[config.mk]
export PLATFORM = sky130hd
export DESIGN_NAME = keypad_scanner
export DESIGN_NICKNAME = d
export VERILOG_FILES = /design/src/rtl/keypad_scanner.sv
export SDC_FILE = /design/constraint.sdc
export NUM_CORES = 1
export LEC_CHECK = 0
export ABC_AREA = 1
export BUFFER_PORTS_ARGS = -buffer_cell sky130_fd_sc_hd__buf_2
export CORE_MARGIN = 8
export CORE_UTILIZATION = 45
export DETAILED_ROUTE_END_ITERATION = 8
export GPL_TIMING_DRIVEN = 0
export SYNTH_ARGS = -nofsm -noshare
export SYNTH_HDL_FRONTEND = slang
export SYNTH_SLANG_ARGS = --single-unit
[constraint.sdc]
create_clock -name clock -period 2.79 [get_ports clock]
set_input_delay 0.279 -clock clock [delete_from_list [all_inputs] [get_ports clock]]
set_output_delay 0.279 -clock clock [all_outputs]
set_load 0.02 [all_outputs]
[src/rtl/keypad_scanner.sv]
// 4x3 matrix keypad scanner: column drive, row synchronizer, scan-level debounce,
// and conversion of accepted presses into key/time_button/alarm_button stimulus.
module keypad_scanner #(
  parameter int SCAN_DIV       = 4,
  parameter int DEBOUNCE_SCANS = 2,
  parameter int HOLD_CYCLES    = 3
) (
  input  logic       clock,
  input  logic       reset,
  input  logic [3:0] row_n,
  output logic [2:0] col_drive_n,
  output logic [3:0] key,
  output logic       time_button,
  output logic       alarm_button,
  output logic [2:0] state_dbg
);

  typedef enum logic [2:0] {
    S_IDLE     = 3'd0,
    S_DEBOUNCE = 3'd1,
    S_ACCEPT   = 3'd2,
    S_EMIT     = 3'd3,
    S_RELEASE  = 3'd4
  } state_t;

  localparam int             DW        = $clog2(SCAN_DIV);
  localparam logic [DW-1:0]  DIV_LAST  = DW'(SCAN_DIV - 1);
  localparam logic [15:0]    DEB_N     = 16'(DEBOUNCE_SCANS);
  localparam logic [15:0]    HOLD_N    = 16'(HOLD_CYCLES);
  localparam logic [3:0]     KEY_NONE  = 4'd10;
  localparam logic [3:0]     CODE_STAR = 4'd10;
  localparam logic [3:0]     CODE_HASH = 4'd11;

  state_t        state;
  logic [3:0]    row_s1, row_s2;
  logic [DW-1:0] div_cnt;
  logic [1:0]    col;
  logic [3:0]    hit_c0, hit_c1;
  logic [11:0]   hits;
  logic [3:0]    scan_code;
  logic [3:0]    cand;
  logic [15:0]   deb_cnt;
  logic [15:0]   hold_cnt;
  logic          scan_tick, scan_done, single;

  assign state_dbg = state;

  // Internal codes: digits 0-9, '*' = 10, '#' = 11; only 0-9 ever reach key.
  function automatic logic [3:0] key_code(input int idx);
    case (idx)
      0: key_code = 4'd1;   1: key_code = 4'd2;   2: key_code = 4'd3;
      3: key_code = 4'd4;   4: key_code = 4'd5;   5: key_code = 4'd6;
      6: key_code = 4'd7;   7: key_code = 4'd8;   8: key_code = 4'd9;
      9: key_code = CODE_STAR; 10: key_code = 4'd0; 11: key_code = CODE_HASH;
      default: key_code = 4'd0;
    endcase
  endfunction

  always_ff @(posedge clock or negedge reset) begin
    if (!reset) begin
      row_s1 <= 4'b1111;
      row_s2 <= 4'b1111;
    end else begin
      row_s1 <= row_n;
      row_s2 <= row_s1;
    end
  end

  assign scan_tick = (div_cnt == DIV_LAST);
  assign scan_done = scan_tick && (col == 2'd2);

  always_ff @(posedge clock or negedge reset) begin
    if (!reset) begin
      div_cnt     <= '0;
      col         <= 2'd0;
      col_drive_n <= 3'b110;
      hit_c0      <= 4'd0;
      hit_c1      <= 4'd0;
    end else if (scan_tick) begin
      div_cnt <= '0;
      case (col)
        2'd0: begin hit_c0 <= ~row_s2; col <= 2'd1; col_drive_n <= 3'b101; end
        2'd1: begin hit_c1 <= ~row_s2; col <= 2'd2; col_drive_n <= 3'b011; end
        default: begin col <= 2'd0; col_drive_n <= 3'b110; end
      endcase
    end else begin
      div_cnt <= div_cnt + 1'b1;
    end
  end

  // Column 2 is taken straight from the synchronizer on the scan-complete edge.
  always_comb begin
    hits = '0;
    for (int r = 0; r < 4; r++) begin
      hits[r*3]     = hit_c0[r];
      hits[r*3 + 1] = hit_c1[r];
      hits[r*3 + 2] = ~row_s2[r];
    end
  end

  assign single = (hits != 12'd0) && ((hits & (hits - 12'd1)) == 12'd0);

  always_comb begin
    scan_code = 4'd0;
    for (int i = 0; i < 12; i++) begin
      if (hits[i]) scan_code = key_code(i);
    end
  end

  always_ff @(posedge clock or negedge reset) begin
    if (!reset) begin
      state        <= S_IDLE;
      cand         <= 4'd0;
      deb_cnt      <= 16'd0;
      hold_cnt     <= 16'd0;
      key          <= KEY_NONE;
      time_button  <= 1'b0;
      alarm_button <= 1'b0;
    end else begin
      time_button  <= 1'b0;
      alarm_button <= 1'b0;
      case (state)
        S_IDLE: begin
          if (scan_done && single) begin
            cand    <= scan_code;
            deb_cnt <= 16'd1;
            if (DEB_N == 16'd1) begin
              state        <= S_ACCEPT;
              time_button  <= (scan_code == CODE_STAR);
              alarm_button <= (scan_code == CODE_HASH);
            end else begin
              state <= S_DEBOUNCE;
            end
          end
        end
        S_DEBOUNCE: begin
          if (scan_done) begin
            if (single && scan_code == cand) begin
              deb_cnt <= deb_cnt + 16'd1;
              if (deb_cnt + 16'd1 == DEB_N) begin
                state        <= S_ACCEPT;
                time_button  <= (cand == CODE_STAR);
                alarm_button <= (cand == CODE_HASH);
              end
            end else begin
              state   <= S_IDLE;
              deb_cnt <= 16'd0;
            end
          end
        end
        S_ACCEPT: begin
          deb_cnt <= 16'd0;
          if (cand < 4'd10) begin
            state    <= S_EMIT;
            key      <= cand;
            hold_cnt <= 16'd1;
          end else begin
            state <= S_RELEASE;
          end
        end
        S_EMIT: begin
          if (hold_cnt == HOLD_N) begin
            key   <= KEY_NONE;
            state <= S_RELEASE;
          end else begin
            hold_cnt <= hold_cnt + 16'd1;
          end
        end
        S_RELEASE: begin
          // A held key keeps restarting the quiet count, so there is no auto-repeat.
          if (scan_done) begin
            if (single) begin
              deb_cnt <= 16'd0;
            end else if (deb_cnt + 16'd1 == DEB_N) begin
              deb_cnt <= 16'd0;
              state   <= S_IDLE;
            end else begin
              deb_cnt <= deb_cnt + 16'd1;
            end
          end
        end
        default: state <= S_IDLE;
      endcase
    end
  end

endmodule

# ---- After elaboration in Yosys (flattened, before gate mapping)
# Cells that the tools add are included.
# Widths: inputs -> output; s select.
dict set report word_totals {
  regBits 68
  output_inout_bits 12
  wordCells 109
}
dict set report classes {
  addsub 4
  order_cmp 1
  n_eq_ne 21
  n_mux 46
  bitwise 6
  n_reduce_logical 17
}
# cell count
set ops {}
lappend ops {{$mux 16} 8}
lappend ops {{$pmux 16 s4} 1}
lappend ops {{$mux 4} 11}
lappend ops {{$add 16x1->16 const B} 2}
lappend ops {{$eq 16x2->1 const B} 2}
lappend ops {{$pmux 16 s2} 1}
lappend ops {{$mux 3} 9}
lappend ops {{$ne 2x2->1 const B} 8}
lappend ops {{$pmux 3 s5} 1}
lappend ops {{$and 12x12->12} 1}
lappend ops {{$logic_not 12->1} 1}
lappend ops {{$reduce_bool 12->1} 1}
lappend ops {{$sub 12x1->12 const B} 1}
lappend ops {{$mux 1} 9}
lappend ops {{$eq 4x4->1 const B} 2}
lappend ops {{$pmux 4 s2} 1}
lappend ops {{$reduce_and 7->1} 1}
lappend ops {{$eq 3x2->1 const B} 2}
lappend ops {{$mux 2} 3}
lappend ops {{$pmux 3 s2} 1}
lappend ops {{$reduce_and 2->1} 3}
lappend ops {{$reduce_and 3->1} 2}
lappend ops {{$eq 2x2->1 const B} 2}
lappend ops {{$eq 4x4->1} 1}
lappend ops {{other kinds (15)} 21}

# ---- Longest topological paths before layout
dict set report logic_depth {
  ltp_word 17
  depth_mapped 17
  depth_no_buf 17
}

# ---- Least setup slack after synthesis
# No wires, ideal clock.
dict set report synth_timing {
  kind {flip-flop to flip-flop}
  start {register deb_cnt[0]}
  end {register state[2] (netlist: state_dbg[2])}
  t_arrival_ns 1.825
  slack_ns 0.847
  stages_incl_launch_ff 17
  n_path_buf 0
  period_less_slack_ns 1.943
  path_cell_list {dfrtp_1 -> ha_1 -> nand2_1 -> nor2_4 -> nand2_1 -> nor2_1 -> nand2_1 -> nand2_1 -> nand2_1 -> nor2_1 -> nand3_1 -> nand2_1 -> nand2_1 -> nor2_1 -> nand2_1 -> nand2_1 -> nand2_1}
}
dict set report synth_via {
  elab_chain_len 4
  elab_cells_between_ends 5
  cone_classes {add/sub: 1; eq/ne: 3; reduce/logical: 1}
}
# item line_no
set synth_lines {}
lappend synth_lines {{start, declared} 42} ;# logic [15:0] deb_cnt;
lappend synth_lines {{start signal, assigned} 139} ;# deb_cnt <= deb_cnt + 16'd1;
lappend synth_lines {{start signal, assigned} 178} ;# deb_cnt <= deb_cnt + 16'd1;
lappend synth_lines {{$add 16x1->16 (*)} {140, 174}}
lappend synth_lines {{$eq 16x2->1 (*)} {140, 174}}
lappend synth_lines {{$ne 3x3->1 (no line) / $ne 2x2->1 (equally long branches)} n/a}
lappend synth_lines {{$reduce_and 7->1 (no line) (*)} n/a}
lappend synth_lines {{end signal, assigned} 141} ;# state <= S_ACCEPT;
lappend synth_lines {{end signal, assigned} 146} ;# state <= S_IDLE;
lappend synth_lines {{end signal, assigned} 176} ;# state <= S_IDLE;
lappend synth_lines {{end, declared} 34} ;# state_t state;
# Mark *: on every way between the ends. The rest lies on a longest branch, timed or not.
# A chain may end at the register's enable or synchronous reset.

# ---- Worst setup path in the final report
dict set report layout_timing {
  start {register deb_cnt[0]}
  end {register deb_cnt[14]}
}
dict set report layout_via {
  elab_chain_len 6
  elab_cells_between_ends 8
  cone_classes {add/sub: 1; eq/ne: 1; mux: 6}
}
# item line_no
set layout_lines {}
lappend layout_lines {{$add 16x1->16 (*)} {139, 174, 178}}
lappend layout_lines {{$eq 16x2->1} 174} ;# end else if (deb_cnt + 16'd1 == DEB_N) begin
lappend layout_lines {{$mux 16} 174}
lappend layout_lines {{$mux 16} 172} ;# if (single) begin
lappend layout_lines {{$mux 16} 171} ;# if (scan_done) begin
lappend layout_lines {{$pmux 16 s4 (*)} 122} ;# case (state)
# Mark *: on every way between the ends. The rest lies on a longest branch, timed or not. The select of a mux whose other input is x is not followed.

==> flow_metrics.env <==
export IMPL_yosysWarningCount=0
export IMPL_timing_fmax_mhz=432
export IMPL_ys_flop_type="dfrtp_1"
export IMPL_async_flop_share=1.00
export IMPL_io_pins=18
export IMPL_setup_viol=0
export IMPL_ant_nets=0
export IMPL_place_gp_congestion=0.861
export IMPL_insertion_delay_ns=0.34
export IMPL_grt_overflow=0
export IMPL_worst_clock_skew_ns=0.00850
export IMPL_fin_ws_ns=0.476
export IMPL_ys_ff_latch=68
export IMPL_cts_made_buffers=9
export IMPL_endpoint_kind="register"
export IMPL_slowest_stage="dfrtp_1"
export IMPL_grt_total_usage=0.154
export IMPL_p_leak_nw=1.97
export IMPL_use_met3=0.0449
export IMPL_rsz0062_at_grt="no"
export IMPL_start_util=0.461
export IMPL_ys_seq_area_frac=0.456
export IMPL_antenna_found_initial=0
export IMPL_power_density_nw_per_um2=522
export IMPL_holdBufCountCts=0
export IMPL_max_slew_margin_rel=0.443
export IMPL_io_buffer_count=17
export IMPL_grt_pass1_wl_mm=14.4
export IMPL_htree_levels=3
export IMPL_hold_viol_final=0
export IMPL_finalSetupTns_ns=0
export IMPL_vias=3172
export IMPL_max_stage_delay_ns=0.42
export IMPL_whs_ns=0.0264
export IMPL_syn_area_per_cell_um2=7.44
export IMPL_ys_types=30
export IMPL_final_common_cell="nand2_1"
export IMPL_clk_path_buf_depth=2
export IMPL_cts_sinks=68
export IMPL_drv_slew=0
export IMPL_met1_usage=0.198
export IMPL_drive_gt1_frac=0.146
export IMPL_core_um2=8180
export IMPL_crit_family="simple AND/OR/NAND/NOR gates"
export IMPL_cts_resized=0
export IMPL_crit_required_ns=3.02
export IMPL_crit_chain="ha_1 > nand2_1 > nor2_4 > nand2_1 > nor2_1 > nand2_1 > nand2_1 > nand2_1 > nor2_1 > nand3_1 > nand3_1 > nand2_2 > nand2_2 > buf_6 > o21ai_2"
export IMPL_antenna_cells=0
export IMPL_grt_busiest_layer="met2"
export IMPL_syn_cell_area_um2=3770
export IMPL_maxCapViolCount=0
export IMPL_max_vdd_ir_drop_mv=0.461
export IMPL_dp_hpwl_mm=5.93
export IMPL_cts_tree="built"
export IMPL_synthCells=506
export IMPL_nFillCells=813
export IMPL_cp_max_fo=10
export IMPL_hold_path_class="in2reg"
export IMPL_path_clk_slew_ns=0.08
export IMPL_cts_setup_buffers=0
export IMPL_die_y_um=107
export IMPL_routed_via_density=4.92
export IMPL_grt_util_met2=0.243
export IMPL_finalCritPeriodShare=0.830
export IMPL_nNetsFinal=545
export IMPL_wl_mm=8.20
export IMPL_post_place_ws_ns=0.476
export IMPL_synth_edf_count=0
export IMPL_route_detailed_drc=0
export IMPL_grt_pass1_vias=3130
export IMPL_grt_start_max_net_pins=69
export IMPL_die_area_um2=11600
export IMPL_crit_arrival_ns=2.55
export IMPL_crit_type="reg2reg"
export IMPL_worstMarginPinSlew_ns=0.836
export IMPL_wl_per_cell_um=12.7
export IMPL_floorplan_rows=33
export IMPL_worst_path_buf_inv=1
export IMPL_drt_iter0_drc=153
export IMPL_cpMostUsedCell="nand2_1"
export IMPL_status="completed"
export IMPL_final_cell_mix="nand2_1, inv_1, dfrtp_1, nor2_1, nand3_1"
export IMPL_die_w_um=107
export IMPL_synth_nets=516
export IMPL_area_delta_synth_final_pct=11.3
export IMPL_dr_pass1_iters=4
export IMPL_root_buffer="clkbuf_8"
export IMPL_fin_crit_ns=2.31
export IMPL_start_kind="register"
==> kinds of logic (layout without fill, tap and decap cells) <==
| group | count (synthesis) | in the layout | synth area share |
|---|---|---|---|
| AO/OA/AOI/OAI | 68 | 68 | 0.105 |
| XOR/XNOR | 4 | 4 | 0.00930 |
| adder cells (fa/ha/maj) | 4 | 4 | 0.0133 |
| buffers and inverters | 74 | 108 | 0.0761 |
| flip-flops | 68 | 68 | 0.456 |
| multiplexers | 1 | 1 | 0.00266 |
| AND/OR/NAND/NOR | 287 | 287 | 0.338 |
==> layout make-up <==
cell class | count | area [µm²] | area share
Multi-Input combinational cell | 364 | 1760 | 0.421
Sequential cell | 68 | 1720 | 0.410
Inverter | 70 | 263 | 0.0627
Clock buffer | 12 | 145 | 0.0346
Tap cell | 105 | 131 | 0.0314
Timing Repair Buffer | 18 | 97.6 | 0.0233
Clock inverter | 4 | 50.0 | 0.0119
Buffer | 4 | 23.8 | 0.00567
==> cell usage after synthesis, types with 2 or more instances <==
| library cell | count | share of area |
|---|---|---|
| nand2_1 | 154 | 0.15 |
| inv_1 | 67 | 0.067 |
| dfrtp_1 | 56 | 0.37 |
| nor2_1 | 47 | 0.047 |
| nand3_1 | 38 | 0.050 |
| o21ai_0 | 35 | 0.047 |
| a21oi_1 | 15 | 0.020 |
| dfstp_2 | 12 | 0.084 |
| o21ai_2 | 11 | 0.026 |
| nand4_1 | 10 | 0.017 |
| nor3_1 | 10 | 0.013 |
| nor2_2 | 9 | 0.015 |
| nand2_2 | 5 | 0.0083 |
| nor4_1 | 5 | 0.0083 |
| ha_1 | 4 | 0.013 |
| xor2_1 | 4 | 0.0093 |
| inv_2 | 3 | 0.0030 |
| nor2_4 | 3 | 0.0090 |
| nor3b_1 | 3 | 0.0060 |
| a31oi_1 | 2 | 0.0033 |
| clkbuf_1 | 2 | 0.0020 |
| o21a_1 | 2 | 0.0040 |
| o21bai_1 | 2 | 0.0040 |
==> report_power, final <==
group	leakage [nW]	switching [mW]	total (mW)	internal [mW]
combinational	0.993	0.239	0.334	0.0949
sequential	0.881	0.0295	1.05	1.02
clock	0.0926	0.372	0.808	0.436
total	1.97	0.640	2.19	1.55
==> per-layer routing <==
metal / wire length (µm) / vias up
met5: 0 / -
met4: 63 / 0
met3: 329 / 4
met2: 3760 / 48
met1: 4040 / 1436
li1: - / 1684
==> worst reg2reg max path: cells and delay by family (launching register included) <==
kind / cells / cell delay, ns
simple gates: 12 / 1.34
flops: 1 / 0.42
fa+ha+maj: 1 / 0.20
buf+inv: 1 / 0.18
compound gates: 1 / 0.07
==> state kept, by name, summed over array words and instances, names as in the netlist, 4 cells and up <==
signal and cells:
hit_c1 4, cand 4, deb_cnt 16, row_s2 4
hold_cnt 16, key 4, row_s1 4, hit_c0 4
==> per-stage QoR <==
stage,cell area [µm²],power (mW),instances,util
final,4190,2.19,645,0.513
after global routing,4190,2.32,645,0.513
after CTS,4180,2.23,644,0.511
after detailed placement,3990,1.40,628,0.487
after global placement,3980,1.39,628,0.487
after floorplan,3770,1.30,506,-
==> path summary, 6_finish.rpt <==
path / from / endpoint / slack [ns] / cells past startpoint
min in group asynchronous: reset / hit_c1[0] / 0.05 / 1
worst min register to register: row_s1[2] / row_s2[2] / 0.36 / 0
max in group asynchronous: reset / deb_cnt[1] / 2.21 / 1
worst min-delay path: row_n[2] / row_s1[2] / 0.03 / 1
worst max register to register: deb_cnt[0] / deb_cnt[14] / 0.48 / 15
worst max-delay path: deb_cnt[0] / deb_cnt[14] / 0.48 / 15
Power figures use the tool's default switching activity.
